$ cat src/rtl/mmpd_pkg.sv
// mmpd_pkg: shared definitions for the MMPD CDR loop controller.
// State encoding, saturating arithmetic helpers and the default loop
// thresholds that the detector configuration also uses.
package mmpd_pkg;

  // Loop state encoding (kept as fixed 2-bit constants for legacy users)
  typedef logic [1:0] mmpd_state_t;
  localparam mmpd_state_t ST_IDLE  = 2'b00;
  localparam mmpd_state_t ST_ACQ   = 2'b01;
  localparam mmpd_state_t ST_TRACK = 2'b10;

  // Detector output width
  localparam int MMPD_F_W = 16;

  // Default loop thresholds shared with the detector configuration
  localparam int MMPD_ACC_W_DEF      = 24;
  localparam int MMPD_WIN_LOG2_DEF   = 4;
  localparam int MMPD_PHASE_W_DEF    = 7;
  localparam int MMPD_ACQ_SHIFT_DEF  = 6;
  localparam int MMPD_TRK_SHIFT_DEF  = 9;
  localparam int MMPD_MAX_STEP_DEF   = 4;
  localparam int MMPD_LOCK_THR_DEF   = 256;
  localparam int MMPD_LOCK_CNT_DEF   = 8;
  localparam int MMPD_UNLOCK_THR_DEF = 1024;

  // Consecutive noisy windows that drop the loop out of tracking
  localparam int MMPD_UNLOCK_CNT = 2;

  // Second-order path: integrator width, its symmetric limit and gain shift
  localparam int MMPD_FREQ_W     = 12;
  localparam int MMPD_FREQ_LIM   = 2047;
  localparam int MMPD_FREQ_SHIFT = 4;

  // Clamp a signed value into [-lim, +lim]
  function automatic logic signed [31:0] mmpd_clamp(input logic signed [31:0] x,
                                                    input int lim);
    logic signed [31:0] l;
    l = 32'(lim);
    if (x > l)       return l;
    else if (x < -l) return -l;
    else             return x;
  endfunction

  // Signed add saturating symmetrically at +/-lim (no internal overflow)
  function automatic logic signed [31:0] mmpd_sat_add(input logic signed [31:0] a,
                                                      input logic signed [31:0] b,
                                                      input int lim);
    logic signed [32:0] s;
    logic signed [32:0] l;
    s = 33'(a) + 33'(b);
    l = 33'(lim);
    if (s > l)       return 32'(l);
    else if (s < -l) return 32'(-l);
    else             return 32'(s);
  endfunction

endpackage

$ cat src/rtl/mmpd_win_acc.sv
// mmpd_win_acc: saturating window accumulator for the MMPD loop.
// Sums 2^WIN_LOG2 valid detector samples; win_done_o is high for the one
// cycle in which win_sum_o holds the completed window sum. A valid sample
// in that cycle starts the next window without a bubble.
module mmpd_win_acc
  import mmpd_pkg::*;
#(
  parameter int ACC_W    = MMPD_ACC_W_DEF,
  parameter int WIN_LOG2 = MMPD_WIN_LOG2_DEF
) (
  input  logic                       clk,
  input  logic                       rst,
  input  logic                       clr_i,
  input  logic                       vld_i,
  input  logic signed [MMPD_F_W-1:0] f_i,
  output logic                       win_done_o,
  output logic signed [ACC_W-1:0]    win_sum_o
);

  localparam int ACC_LIM = (1 << (ACC_W - 1)) - 1;

  logic signed [ACC_W-1:0]    acc_q, acc_d, base;
  logic        [WIN_LOG2-1:0] cnt_q, cnt_d;
  logic                       done_q, done_d;

  // Next accumulator/counter: restart from zero after a completed window
  always_comb begin
    base   = done_q ? '0 : acc_q;
    acc_d  = base;
    cnt_d  = cnt_q;
    done_d = 1'b0;
    if (clr_i) begin
      acc_d = '0;
      cnt_d = '0;
    end else if (vld_i) begin
      acc_d  = ACC_W'(mmpd_sat_add(32'(base), 32'(f_i), ACC_LIM));
      cnt_d  = cnt_q + WIN_LOG2'(1);
      done_d = &cnt_q;
    end
  end

  // Accumulator state registers
  always_ff @(posedge clk or posedge rst) begin
    if (rst) begin
      acc_q  <= '0;
      cnt_q  <= '0;
      done_q <= 1'b0;
    end else begin
      acc_q  <= acc_d;
      cnt_q  <= cnt_d;
      done_q <= done_d;
    end
  end

  assign win_done_o = done_q;
  assign win_sum_o  = acc_q;

endmodule

$ cat src/rtl/mmpd_loop_ctrl.sv
// mmpd_loop_ctrl: MMPD phase-detector loop sequencer for the CDR.
// Converts each window sum into a clamped phase-code step, runs the
// IDLE/ACQ/TRACK lock machine and drives the detector beta enable.
// Optional second-order frequency path: define MMPD_LOOP_FREQ_INT_EN.
module mmpd_loop_ctrl
  import mmpd_pkg::*;
#(
  parameter int ACC_W      = MMPD_ACC_W_DEF,
  parameter int WIN_LOG2   = MMPD_WIN_LOG2_DEF,
  parameter int PHASE_W    = MMPD_PHASE_W_DEF,
  parameter int ACQ_SHIFT  = MMPD_ACQ_SHIFT_DEF,
  parameter int TRK_SHIFT  = MMPD_TRK_SHIFT_DEF,
  parameter int MAX_STEP   = MMPD_MAX_STEP_DEF,
  parameter int LOCK_THR   = MMPD_LOCK_THR_DEF,
  parameter int LOCK_CNT   = MMPD_LOCK_CNT_DEF,
  parameter int UNLOCK_THR = MMPD_UNLOCK_THR_DEF
) (
  input  logic                       clk,
  input  logic                       rst,
  input  logic                       en,
  input  logic                       sym_valid,
  input  logic signed [MMPD_F_W-1:0] f_n,
  output logic [PHASE_W-1:0]         phase_code,
  output logic                       phase_upd,
  output logic                       beta_en,
  output logic                       locked,
  output logic [1:0]                 state
);

  localparam int QW = $clog2(LOCK_CNT + 1);

  mmpd_state_t          state_q, state_d;
  logic [PHASE_W-1:0]   phase_q, phase_d;
  logic                 upd_q, upd_d;
  logic                 beta_q, beta_d;
  logic                 locked_q, locked_d;
  logic [QW-1:0]        quiet_q, quiet_d, quiet_inc;
  logic [1:0]           noisy_q, noisy_d, noisy_inc;

  logic                 acc_clr;
  logic                 win_done;
  logic signed [ACC_W-1:0] win_sum;
  logic signed [31:0]   sum32, sh32, abs32, step_raw, step_app;
  logic                 is_quiet, is_noisy;

  // IDLE (or en low) keeps the accumulator flushed, so samples seen
  // during IDLE and any partial sum on dropping en are discarded.
  assign acc_clr = !en || (state_q == ST_IDLE);

  mmpd_win_acc #(
    .ACC_W    (ACC_W),
    .WIN_LOG2 (WIN_LOG2)
  ) u_acc (
    .clk        (clk),
    .rst        (rst),
    .clr_i      (acc_clr),
    .vld_i      (sym_valid),
    .f_i        (f_n),
    .win_done_o (win_done),
    .win_sum_o  (win_sum)
  );

  // Window sum classification and first-order step
  always_comb begin
    sum32    = 32'(win_sum);
    sh32     = (state_q == ST_ACQ) ? (sum32 >>> ACQ_SHIFT) : (sum32 >>> TRK_SHIFT);
    step_raw = mmpd_clamp(sh32, MAX_STEP);
    abs32    = sum32[31] ? -sum32 : sum32;
    is_quiet = abs32 < 32'(LOCK_THR);
    is_noisy = abs32 >= 32'(UNLOCK_THR);
  end

`ifdef MMPD_LOOP_FREQ_INT_EN
  logic signed [MMPD_FREQ_W-1:0] freq_q, freq_d, freq_nxt;
  logic signed [31:0]            freq_ext;

  // Second-order path: integrator output (pre-update value) adds to the step
  always_comb begin
    freq_ext = 32'(freq_q);
    step_app = mmpd_clamp(step_raw + (freq_ext >>> MMPD_FREQ_SHIFT), MAX_STEP);
    freq_nxt = MMPD_FREQ_W'(mmpd_sat_add(freq_ext, step_raw, MMPD_FREQ_LIM));
  end
`else
  assign step_app = step_raw;
`endif

  assign quiet_inc = (quiet_q == QW'(LOCK_CNT)) ? quiet_q : quiet_q + QW'(1);
  assign noisy_inc = (noisy_q == 2'(MMPD_UNLOCK_CNT)) ? noisy_q : noisy_q + 2'd1;

  // Lock state machine and phase update; en low overrides a window end
  always_comb begin
    state_d  = state_q;
    phase_d  = phase_q;
    upd_d    = 1'b0;
    beta_d   = beta_q;
    locked_d = locked_q;
    quiet_d  = quiet_q;
    noisy_d  = noisy_q;
`ifdef MMPD_LOOP_FREQ_INT_EN
    freq_d   = freq_q;
`endif
    if (!en) begin
      state_d  = ST_IDLE;
      beta_d   = 1'b0;
      locked_d = 1'b0;
      quiet_d  = '0;
      noisy_d  = '0;
    end else begin
      case (state_q)
        ST_IDLE: begin
          state_d = ST_ACQ;
`ifdef MMPD_LOOP_FREQ_INT_EN
          freq_d  = '0;
`endif
        end
        ST_ACQ, ST_TRACK: begin
          if (win_done) begin
            phase_d = PHASE_W'(32'(phase_q) + step_app);
            upd_d   = (step_app != '0);
            quiet_d = is_quiet ? quiet_inc : '0;
            noisy_d = is_noisy ? noisy_inc : '0;
`ifdef MMPD_LOOP_FREQ_INT_EN
            freq_d  = freq_nxt;
`endif
            if ((state_q == ST_ACQ) && (quiet_d == QW'(LOCK_CNT))) begin
              state_d  = ST_TRACK;
              locked_d = 1'b1;
              beta_d   = 1'b1;
            end else if ((state_q == ST_TRACK) &&
                         (noisy_d == 2'(MMPD_UNLOCK_CNT))) begin
              state_d  = ST_ACQ;
              locked_d = 1'b0;
              beta_d   = 1'b0;
              quiet_d  = '0;
            end
          end
        end
        default: state_d = ST_IDLE;
      endcase
    end
  end

  // Controller state registers
  always_ff @(posedge clk or posedge rst) begin
    if (rst) begin
      state_q  <= ST_IDLE;
      phase_q  <= '0;
      upd_q    <= 1'b0;
      beta_q   <= 1'b0;
      locked_q <= 1'b0;
      quiet_q  <= '0;
      noisy_q  <= '0;
    end else begin
      state_q  <= state_d;
      phase_q  <= phase_d;
      upd_q    <= upd_d;
      beta_q   <= beta_d;
      locked_q <= locked_d;
      quiet_q  <= quiet_d;
      noisy_q  <= noisy_d;
    end
  end

`ifdef MMPD_LOOP_FREQ_INT_EN
  // Frequency integrator register
  always_ff @(posedge clk or posedge rst) begin
    if (rst) freq_q <= '0;
    else     freq_q <= freq_d;
  end
`endif

  assign phase_code = phase_q;
  assign phase_upd  = upd_q;
  assign beta_en    = beta_q;
  assign locked     = locked_q;
  assign state      = state_q;

endmodule

$ cat config.mk
export PLATFORM = sky130hd
export DESIGN_NAME = mmpd_loop_ctrl
export DESIGN_NICKNAME = d
export VERILOG_FILES = /design/src/rtl/mmpd_pkg.sv /design/src/rtl/mmpd_win_acc.sv /design/src/rtl/mmpd_loop_ctrl.sv
export SDC_FILE = /design/constraint.sdc
export NUM_CORES = 1
export LEC_CHECK = 0
export CORE_MARGIN = 5
export CORE_UTILIZATION = 40
export DETAILED_ROUTE_END_ITERATION = 12
export GPL_TIMING_DRIVEN = 0
export PLACE_DENSITY = 0.61
export SETUP_SLACK_MARGIN = 0.3
export SYNTH_ARGS = -nofsm -noshare
export SYNTH_HDL_FRONTEND = slang
export SYNTH_SLANG_ARGS = --single-unit
export TNS_END_PERCENT = 1
$ cat constraint.sdc
create_clock -name clk -period 6.22 [get_ports clk]
set_input_delay 1.244 -clock clk [delete_from_list [all_inputs] [get_ports clk]]
set_output_delay 1.244 -clock clk [all_outputs]
set_load 0.005 [all_outputs]
# [Word level (Yosys, flattened, before mapping)]
# Index checks and enable logic that the tools add are counted.
# Widths: inputs -> output; s select.
[totals] register_bits=46 in_bits=20 output_inout_bits=12 word_cells=83
[op_classes] add_sub_neg=6 magnitude_cmp=6 n_eq_ne=11 muxes=38 n_reduce_logical=13
[op_table] op="$mux 24" count=5
[op_table] op="$mux 32" count=3
[op_table] op="$mux 4" count=9
[op_table] op="$ge 32x12->1 const B" count=1
[op_table] op="$lt 32x10->1 const B" count=1
[op_table] op="$neg 24->32" count=1
[op_table] op="$reduce_bool 32->1" count=1
[op_table] op="$add 24x16->25" count=1
[op_table] op="$gt 25x24->1 const B" count=1
[op_table] op="$lt 25x24->1 const B" count=1
[op_table] op="$gt 18x4->1 const B" count=1
[op_table] op="$lt 18x3->1 const B" count=1
[op_table] op="$mux 2" count=9
[op_table] op="$mux 17" count=1
[op_table] op="$mux 1" count=10
[op_table] op="$add 4x1->4 const B" count=2
[op_table] op="$eq 4x4->1 const B" count=2
[op_table] op="$add 7x7->7" count=1
[op_table] op="$eq 2x2->1 const B" count=3
[op_table] op="$reduce_and 3->1" count=2
[op_table] op="$ne 2x1->1 const B" count=2
[op_table] op="$ne 4x4->1 const B" count=1
[op_table] op="$pmux 2 s2" count=1
[op_table] op="$reduce_and 2->1" count=2
[op_table] op="other kinds (11)" count=12

# [Logic depth before layout (Yosys ltp)]
# Gate-level depths: netlist of the first run.
[logic_depth] ltp_word=11 ltp_mapped=20

# [Cells and area by module]
# Synthesis of the first run repeated with hierarchy kept, for this count alone.
[unflattened] cells_unflattened=763 hier_area_um2=5845.6
[modules_own_cells] module="mmpd_win_acc" n_inst=1 cells_per_inst=503 area_each_um2=3865.0 seq_area_each_um2=725.7
[modules_own_cells] module="mmpd_loop_ctrl" n_inst=1 cells_per_inst=260 area_each_um2=1980.6 seq_area_each_um2=425.4

# [Least setup slack after synthesis of the first run]
# No wires, ideal clock.
[synth_path] path_kind="reg2reg" start="register u_acc.done_q (netlist: u_acc.win_done_o)" end="register u_acc.acc_q[13] (netlist: u_acc.win_sum_o[13])" arrival_ns=4.739 required_time_ns=6.068 slack_ns=1.329 path_stages_with_launch=18 path_buffers=5 period_less_slack_ns=4.891 cell_sequence="dfrtp_1 > clkbuf_1 > clkbuf_1 > buf_2 > buf_2 > clkbuf_1 > nor2_1 > fa_1 > maj3_1 > nand2_1 > a31oi_1 > o21ai_1 > mux2_1 > or3_1 > a22oi_1 > nand4_1 > nor3_1 > o211ai_1"
[synth_via] elab_chain_cells=7 elab_cells_between_ends=8
[synth_rtl] item="start: declaration" line="mmpd_win_acc.sv:24" rtl="logic done_q, done_d;"
[synth_rtl] item="start signal: assignment" line="mmpd_win_acc.sv:51" rtl="done_q <= done_d;"
[synth_rtl] item="$mux 24 (*)" line="mmpd_win_acc.sv:28" rtl="base = done_q ? '0 : acc_q;"
[synth_rtl] item="$add 24x16->25" line="mmpd_pkg.sv:50" rtl="s = 33'(a) + 33'(b);"
[synth_rtl] item="$lt 25x24->1" line="mmpd_pkg.sv:53" rtl="else if (s < -l) return 32'(-l);"
[synth_rtl] item="$mux 24" line="mmpd_pkg.sv:53"
[synth_rtl] item="$mux 24" line="mmpd_pkg.sv:52" rtl="if (s > l) return 32'(l);"
[synth_rtl] item="$mux 24 (*)" line="mmpd_win_acc.sv:35" rtl="end else if (vld_i) begin"
[synth_rtl] item="$mux 24 (*)" line="mmpd_win_acc.sv:32" rtl="if (clr_i) begin"
[synth_rtl] item="net u_acc.acc_d[13]" line="mmpd_win_acc.sv:22" rtl="logic signed [ACC_W-1:0] acc_q, acc_d, base;"
[synth_rtl] item="end signal: assignment" line="mmpd_win_acc.sv:45" rtl="acc_q <= '0;"
[synth_rtl] item="end signal: assignment" line="mmpd_win_acc.sv:49" rtl="acc_q <= acc_d;"
[synth_rtl] item="end: declaration" line="mmpd_win_acc.sv:22"
# The timed path passes the listed nets; every way through them passes the cells marked *.
# A chain may end at the register's enable or synchronous reset.

# [Worst setup path after layout of the first run]
[layout_path] start="register u_acc.done_q (netlist: u_acc.win_done_o)" end="register u_acc.acc_q[12] (netlist: u_acc.win_sum_o[12])"
# Same word-level chain as after synthesis.

==> impl_metrics.tcl, run 1 <==
set metrics [dict create \
    synth_nets 755 \
    seq_area_frac_synth_pct 21.82 \
    hold_end "phase_code[6]" \
    worst_pin_slew_ps 1115 \
    max-cap-violations 0 \
    grt_pass1_vias 5288 \
    diodes 0 \
    combPwrFrac_pct 49.9 \
    critPathMaxFanout 10 \
    clkLatencyLatePin_ps 290 \
    outcome "completed" \
    tritoncts "yes" \
    finalHoldViolations 0 \
    postRouteAntennaNets 0 \
    totalWireLength_mm 17.07 \
    first_pass_iters 5 \
    p_sw_share_pct 42.71 \
    power_density_nw_per_um2 216.5 \
    start_util_pct 40.31 \
    vias 5643 \
    drv_slew 0 \
    drive_above_1_share_pct 4.588 \
    cts_hold_buf 0 \
    grt_pass1_wl_mm 26.99 \
    final.period_utilization_pct 91.14 \
    grt_max_degree 30 \
    overflow 0 \
    peakVddDrop_mv 0.1206 \
    root_buffer "clkbuf_16" \
    slowest_delay_ps 580 \
    internal_power_w 0.0007471 \
    layout.nets 793 \
    drc 0 \
    regArea_um2 1151 \
    max-clock-path-buffers 2 \
    fmax_ghz 0.1764 \
    cp-start-kind "flop" \
    end_kind "flop" \
    track_usage_pct 20.95 \
    reg2reg_to "u_acc.win_sum_o[12]" \
    hold_class "reg -> reg" \
    synth_edf_count 0 \
    mostFrequentLayoutCells "nor2_1 (64), nand2_1 (59), a21oi_1 (46), dfrtp_1 (46), o21ai_0 (35)" \
    wire_per_inst_um 18.61 \
    place_inst 906 \
    critPathTopFamily "compound AO/OA/AOI/OAI gates" \
    crit_top_cell "clkbuf_2" \
    synth_cells 702 \
    cts_max_level 2 \
    rr_worst_depth 17 \
    ys.flop_type "dfrtp_1" \
    slowest_stage "dfrtp_1" \
    cp.required_ps 6390 \
    syn_to_final_growth_pct 14.16 \
    crit_chain "clkbuf_2 -> clkbuf_2 -> buf_2 -> buf_2 -> clkbuf_2 -> nor2_1 -> fa_1 -> maj3_1 -> nand2_1 -> a31oi_1 -> o211a_1 -> o22a_1 -> a31oi_1 -> o21bai_1 -> xor2_2 -> o31ai_4 -> a311oi_1" \
    slew-limit-headroom_pct 24.95 \
    rsz0062_at_grt "yes" \
    syn-cell-area_um2 5275 \
    p_seq_share_pct 26.1 \
    stdcell_count 917 \
    first_iter_violations 447 \
    gp_congestion 0.9658 \
    yosysUniqueCellTypes 65 \
    rr_startpoint "u_acc.win_done_o" \
    ys_ff_latch 46 \
    min_from "phase_code[6]" \
    multi_input_area_um2 3885 \
    io_pins 32 \
    syn_avg_cell_area_um2 7.514 \
    criticalPathCategory "reg -> reg" \
    mostFrequentLayoutCell "nor2_1" \
    dieArea_um2 15580 \
    cts_made_buffers 5 \
    whs_path_depth 1 \
    async_flop_share_pct 100.0 \
    clock-sinks 46 \
    ys_warn_count 0 \
    fillers 1296 \
    power.switching_w 0.0005569 \
    via_per_inst 6.154 \
    fp-row-count 42 \
    p_clk_share_pct 24.0 \
    design.core.area_um2 13090 \
    min_period_ps 5669 \
    grt_antenna_before_repair 0 \
    r2r_slack_ps 550 \
    die_h_um 124.8 \
    setup_violations 0 \
    portBuffers 27 \
    cp.arrival_ps 5840 \
    fin_skew_ps 5.279 \
    die_width_um 124.8 \
    path_clk_slew_ps 70 \
    cp.buffers_inverters 5 \
    p_leak_nw 2.582 \
    total_power_w 0.001304 \
    hpwl_mm 13.21 \
]
==> power groups by stage <==
stage	registers, W	logic (W)	clock network, W
2_1_floorplan	0.000336	0.000470	0
3_3_place_gp	0.000343	0.000616	0
3_5_place_dp	0.000344	0.000627	0
4_1_cts	0.000339	0.000633	0.000314
5_1_grt	0.000342	0.000711	0.000325
6_report	0.000340	0.000651	0.000313
==> sequential cells by signal, indices dropped and copies added (netlist names) <==
name,cells
u_acc.win_done_o,1
quiet_q,4
noisy_q,2
state,2
u_acc.cnt_q,4
phase_upd,1
locked,1
phase_code,7
u_acc.win_sum_o,24
==> synthesized netlist by cell type (7+ instances only) <==
library cell / n / area [um^2]
dfrtp_1: 46 / 1151
nand2b_1: 8 / 50.05
nand2_1: 59 / 221.5
xnor2_1: 18 / 157.7
xor2_1: 19 / 166.4
ha_1: 31 / 387.9
nor2b_1: 24 / 150.1
a21o_1: 15 / 112.6
nand3_1: 27 / 135.1
o211ai_1: 15 / 112.6
a21oi_1: 46 / 230.2
a31oi_1: 11 / 68.82
o21ai_1: 15 / 75.07
inv_1: 27 / 101.4
or3_1: 7 / 43.79
o21ai_0: 35 / 175.2
o21a_1: 8 / 60.06
mux2i_1: 11 / 110.1
nor2_1: 64 / 240.2
a211oi_1: 21 / 157.7
clkbuf_1: 35 / 131.4
nand4_1: 9 / 56.30
nor3_1: 21 / 105.1
==> worst max-delay path by stage <==
stage,startpoint,to,slack [ps],depth (start not counted)
after floorplan,u_acc.win_done_o,u_acc.win_sum_o[13],1330,17
after global placement,u_acc.win_done_o,u_acc.win_sum_o[7],-550,17
after detailed placement,u_acc.win_done_o,u_acc.win_sum_o[7],-540,17
after CTS,u_acc.win_done_o,u_acc.win_sum_o[12],410,17
after global routing,u_acc.win_done_o,u_acc.win_sum_o[12],290,17
final,u_acc.win_done_o,u_acc.win_sum_o[12],550,17
==> metrics by stage <==
| step | TNS [ps] | hold WS, ps | utilization, % | worst slack [ps] | area (um^2) |
|---|---|---|---|---|---|
| 2_1_floorplan | 0 | 463.6 | - | 1329 | 5275 |
| 3_3_place_gp | -4413 | 455.8 | 44.06 | -552.4 | 5766 |
| 3_5_place_dp | -4609 | 469.0 | 44.21 | -538.8 | 5786 |
| 4_1_cts | 0 | 482.2 | 45.67 | 407.4 | 5976 |
| 5_1_grt | 0 | 496.0 | 46.02 | 288.3 | 6022 |
| 6_report | 0 | 471.2 | 46.02 | 551.3 | 6022 |
==> what timing repair did <==
item | in CTS | in global routing
setup buffers | 0 | 3
gates resized for setup | 7 | 3
setup endpoints to repair | 19 | 15
pin swaps | 0 | 3
==> metal layers <==
metal,vias up,part of all wire (%),global-route usage (%)
met5,-,0,0
met4,0,3.4,7.972
met3,43,6.4,3.602
met2,224,47,34.51
met1,2687,43,27.45
li1,2689,-,-
==> final cells by class <==
type / count / area share, %
Tap cell: 176 / 3.657
Sequential cell: 46 / 19.11
Clock buffer: 7 / 2.202
Clock inverter: 1 / 0.4986
Multi-Input combinational cell: 583 / 64.51
Buffer: 45 / 3.075
Timing Repair Buffer: 31 / 5.194
Inverter: 28 / 1.745
==> worst register-to-register path, stage by stage, from the launching register on <==
cell      delay [ps]
dfrtp_1          580
clkbuf_2         350
clkbuf_2         290
buf_2            290
buf_2            320
clkbuf_2         320
nor2_1           120
fa_1             490
maj3_1           380
nand2_1           90
a31oi_1          230
o211a_1          370
o22a_1           250
a31oi_1          260
o21bai_1         140
xor2_2           480
o31ai_4          180
a311oi_1         400
==> kinds of logic (layout without fill, tap and decap cells) <==
logic type               Yosys count  in the layout  share of synthesized area (%)
AO/OA/AOI/OAI                    231            231                          29.06
flip-flops                        46             46                          21.82
multiplexers                      18             18                          3.582
AND/OR/NAND/NOR                  259            259                          24.91
XOR/XNOR                          37             37                          6.143
buffers and inverters             73            112                          5.432
adder cells (fa/ha/maj)           38             38                          9.061
(Power assumes the default switching activity.)
==> run 2, diff against run 1 <==
--- a/config.mk
+++ b/config.mk
@@ -5,6 +5,7 @@
 export SDC_FILE = /design/constraint.sdc
 export NUM_CORES = 1
 export LEC_CHECK = 0
+export ABC_CLOCK_PERIOD_IN_PS = 6220
 export CORE_MARGIN = 5
 export CORE_UTILIZATION = 40
 export DETAILED_ROUTE_END_ITERATION = 12
==> results of run 2 <==
Same layout as run 1: the final DEF is identical, and so are final timing and power.
==> patch 1, RTL diff (flow settings as in run 2) <==
Register the inputs `en`, `sym_valid` and `f_n` before use. The logic sees them one clock later.
--- a/src/rtl/mmpd_loop_ctrl.sv
+++ b/src/rtl/mmpd_loop_ctrl.sv
@@ -31,2 +31,12 @@
 
+  logic en_q;
+  logic sym_valid_q;
+  logic signed [MMPD_F_W-1:0] f_n_q;
+
+  always_ff @(posedge clk) begin
+    en_q        <= en;
+    sym_valid_q <= sym_valid;
+    f_n_q       <= f_n;
+  end
+
   mmpd_state_t          state_q, state_d;
@@ -47,3 +57,3 @@
   // during IDLE and any partial sum on dropping en are discarded.
-  assign acc_clr = !en || (state_q == ST_IDLE);
+  assign acc_clr = !en_q || (state_q == ST_IDLE);
 
@@ -56,4 +66,4 @@
     .clr_i      (acc_clr),
-    .vld_i      (sym_valid),
-    .f_i        (f_n),
+    .vld_i      (sym_valid_q),
+    .f_i        (f_n_q),
     .win_done_o (win_done),
@@ -101,3 +111,3 @@
 `endif
-    if (!en) begin
+    if (!en_q) begin
       state_d  = ST_IDLE;
Behaviour: not the same (Yosys sat finds a counterexample within 4 cycles, from zero or initial values and one cycle with rst high).
==> patch 1 against run 2 <==
- utilization is 0.47 points higher
- combinational power is 28% higher
- via count is 4.0% lower
- sequential share of layout area is 4.5 points higher
- power is 37% higher
- count of clock-buffer cells in the layout is 5 higher
- cell area is 6.3% higher
- sequential cell count is 18 higher
- worst setup slack worse by 41 ps
- synthesized area is 5.4% higher
- maximum frequency is 0.71% lower
- wire length is 2.0% lower
- highest routed layer unchanged
==> patch 1: results <==
group,metric,value,unit
clocking,cts_sinks,64,
placement,place.gp.congestion,0.922,
cells_and_area,non_clock_buffer_area_share,8.58,%
global_routing,grt_pass1_wl,27.5,mm
outcome,status,"complete, no violations",
cells_and_area,multi_input_area_share,58.4,%
yosys,synthArstFlopShare,71.9,%
setup_path,cp_top_family,"compound AO/OA/AOI/OAI gates",
global_routing,grt_usage,21.0,%
placement,post-place-ws,-305,ps
routing,finalWirelength,16.7,mm
routing,initialDrtViolationCount,484,
sta,slew_headroom,37.8,%
cells_and_area,drive_gt1_share,9.45,%
global_routing,grt_max_degree,38,
cells_and_area,buffers,81,
yosys,ys_top_cells_by_count,"nor2_1 (60), nand2_1 (47), dfrtp_1 (46)",
global_routing,grt_pass1_vias,5348,
cells_and_area,post-route-util,46.5,%
setup_path,slowest_delay,560,ps
yosys,synth.avg_cell_area,8.15,um2
cells_and_area,comb.multi_input.count,540,
routing,wl_met2,8.01,mm
placement,dpl.hpwl,12.4,mm
clocking,clk_pin_slew,50,ps
yosys,synthMuxAreaShare,2.48,%
setup_path,slowest_stage,"o21ai_0",
routing,route.met3.wl,962,um
yosys,syn-num-nets,735,
setup_path,r2r_end,"u_acc.win_sum_o[22]",
hold_path,min_to,"phase_code[6]",
placement,dp_cells,894,
yosys,synthAdderAreaFrac,8.24,%
cells_and_area,clk_share,4.16,%
cells_and_area,final_nets,778,
setup_path,r2r_setup_slack,510,ps
routing,met1_length,7.42,mm
clocking,htree_levels,3,
yosys,synth_area_leaders,"dfrtp_1 (21%), ha_1 (7.0%), dfxtp_1 (6.5%), nor2_1 (4.1%), o21ai_0 (3.5%)",
pwr,peakVddDrop,0.154,mV
yosys,ys_seq_area_share,27.2,%
pwr,leakagePower,2.77,nW
placement,placed_cell_area,6110,um2
sta,clock_skew,6.23,ps
clocking,clk_latency,350,ps
cells_and_area,num-fill-cells,1387,
global_routing,met2_usage,35.6,%
yosys,synth.distinct_cells,84,
routing,vias,5417,
placement,portBuffers,31,
yosys,synth_compound_area_share,26.6,%
yosys,netlist_area,5560,um2
routing,routedWlPerCell,18.4,um
global_routing,grtUsageMet3,4.29,%
cells_and_area,seq_area,1510,um2
global_routing,use_met1,27.0,%
sta,fin_crit,5710,ps
patch 1: changes by cell type in the layout (fill, tap and decap cells not counted), sizes merged, moves of 7 or more:
cell	change
a21oi	-10
nand3	-10
nand2	-12
dfxtp	+18
o221a	+16
o21ai	-7
a211oi	-17
patch 1: how the worst max path moves through the flow:
| stage | startpoint | cells after the start | to |
|---|---|---|---|
| CTS | u_acc.win_done_o | 20 | u_acc.win_sum_o[2] |
| global route | u_acc.win_done_o | 17 | u_acc.win_sum_o[1] |
| floorplan | u_acc.win_done_o | 20 | u_acc.win_sum_o[10] |
| finish | u_acc.win_done_o | 17 | u_acc.win_sum_o[22] |
| detailed placement | u_acc.win_done_o | 20 | u_acc.win_sum_o[22] |
| global placement | u_acc.win_done_o | 20 | u_acc.win_sum_o[2] |
patch 1: report_power, final:
part / internal [mW] / switching [mW]
Clock: 0.278 / 0.193
Sequential: 0.448 / 0.0317
Combinational: 0.328 / 0.508
==> patch 2, RTL diff (config.mk and constraints of run 2) <==
Made on the original files. Set the package constant `MMPD_ACC_W_DEF` to 48 (it was 24).
--- a/src/rtl/mmpd_pkg.sv
+++ b/src/rtl/mmpd_pkg.sv
@@ -15,3 +15,3 @@
   // Default loop thresholds shared with the detector configuration
-  localparam int MMPD_ACC_W_DEF      = 24;
+  localparam int MMPD_ACC_W_DEF      = 48;
   localparam int MMPD_WIN_LOG2_DEF   = 4;
Behaviour: no difference found for any inputs over 10 cycles, from zero or initial values and one cycle with rst high; that may be too few to reach the edited logic, so the function may still have changed.
==> patch 2 against run 2 <==
- utilization increased by 0.67 points
- wire length down 23%
- cell area is 11% lower
- worst setup slack improved by 940 ps
- synthesized area is 12% lower
- largest cell class unchanged
- non-clock buffer count shrank 9
- sequential cell count rose by 8
- critical path depth down 6
- power rose by 22%
- critical path type is now input port to flop
- die area down 11%
==> patch 2: results <==
group,metric,value,unit
pwr,leakagePower,2.63,nW
pwr,powerComb,807,uW
setup_path,r2r_end,"phase_code[6]",
yosys,synthXorXnorAreaFrac,1.88,%
routing,antenna_left,0,
pwr,pg_seq,438,uW
cells_and_area,buffers,67,
cells_and_area,final_nets,634,
cells_and_area,num-fill-cells,1137,
placement,dpl.hpwl,9.97,mm
cells_and_area,n_clock_buffer,6,
clocking,root_buffer,"clkbuf_16",
routing,routedWlPerCell,18.3,um
global_routing,grt_max_degree,40,
placement,portBuffers,30,
clocking,clk_latency,320,ps
pwr,peakVddDrop,0.157,mV
routing,drtPass1Iterations,5,
cells_and_area,drive_gt1_share,8.03,%
yosys,syn-num-nets,596,
sta,worst_pin_slew,886,ps
cells_and_area,clk_share,3.33,%
placement,place.gp.congestion,0.917,
yosys,synth_compound_area_share,24.6,%
setup_path,r2r_setup_slack,1500,ps
pwr,pwr-share-comb,50.9,%
cells_and_area,seq_area_share,25.3,%
setup_path,cp_max_fo,17,
global_routing,grt_usage,19.4,%
yosys,synthAdderAreaFrac,11.6,%
cells_and_area,nNonClkInverters,24,
setup_path,cp_top_family,"buffers and inverters",
cells_and_area,multi_input_area,3040,um2
setup_path,reg2reg_from,"state[1]",
yosys,ys_top_cells_by_count,"dfrtp_1 (54), a21o_1 (47), ha_1 (40)",
clocking,cts_sinks,54,
yosys,ys_seq_area_share,29.0,%
setup_path,crit_end,"u_acc.win_sum_o[7]",
routing,vias_per_cell,5.97,
sta,clock_skew,15.2,ps
setup_path,crit_arrival,4980,ps
global_routing,grt_pass1_wl,22.0,mm
cells_and_area,non_clock_buffer_area_share,9.25,%
global_routing,grt_pass1_vias,4289,
setup_path,slowest_stage,"clkdlybuf4s50_1",
yosys,synth_area_leaders,"dfrtp_1 (29%), ha_1 (11%), a21o_1 (7.6%), nor2b_1 (3.5%), nor2_1 (3.1%)",
routing,initialDrtViolationCount,253,
outcome,status,"complete, no violations",
-- patch 2: changes by cell type after synthesis, sizes merged, moves of 8 or more --
cell,before,now
a21o,15,48
a21oi,46,17
nand2,59,31
nor2,64,38
o21ai,50,24
a211oi,21,5
xor2,19,5
xnor2,18,5
clkbuf,35,25
ha,31,40
nor3,22,13
nor4,5,14
o211ai,15,6
dfrtp,46,54
-- patch 2: stage by stage --
step	cells	hold WS, ps	utilization (%)	cell area [um2]	setup slack (ps)
floorplan	534	468	-	4650	2170
global placement	707	481	45.0	5130	1260
detailed placement	708	478	45.1	5150	1210
CTS	716	498	46.7	5330	1500
global route	716	525	46.7	5330	1090
finish	716	496	46.7	5330	1490
-- patch 2: per-layer routing --
layer | wire length (um) | track usage (%) | vias up
met5 | 0 | 0 | -
li1 | - | - | 2070
met2 | 6000 | 30.9 | 124
met1 | 6140 | 26.4 | 2050
met3 | 584 | 2.88 | 32
met4 | 400 | 7.74 | 0
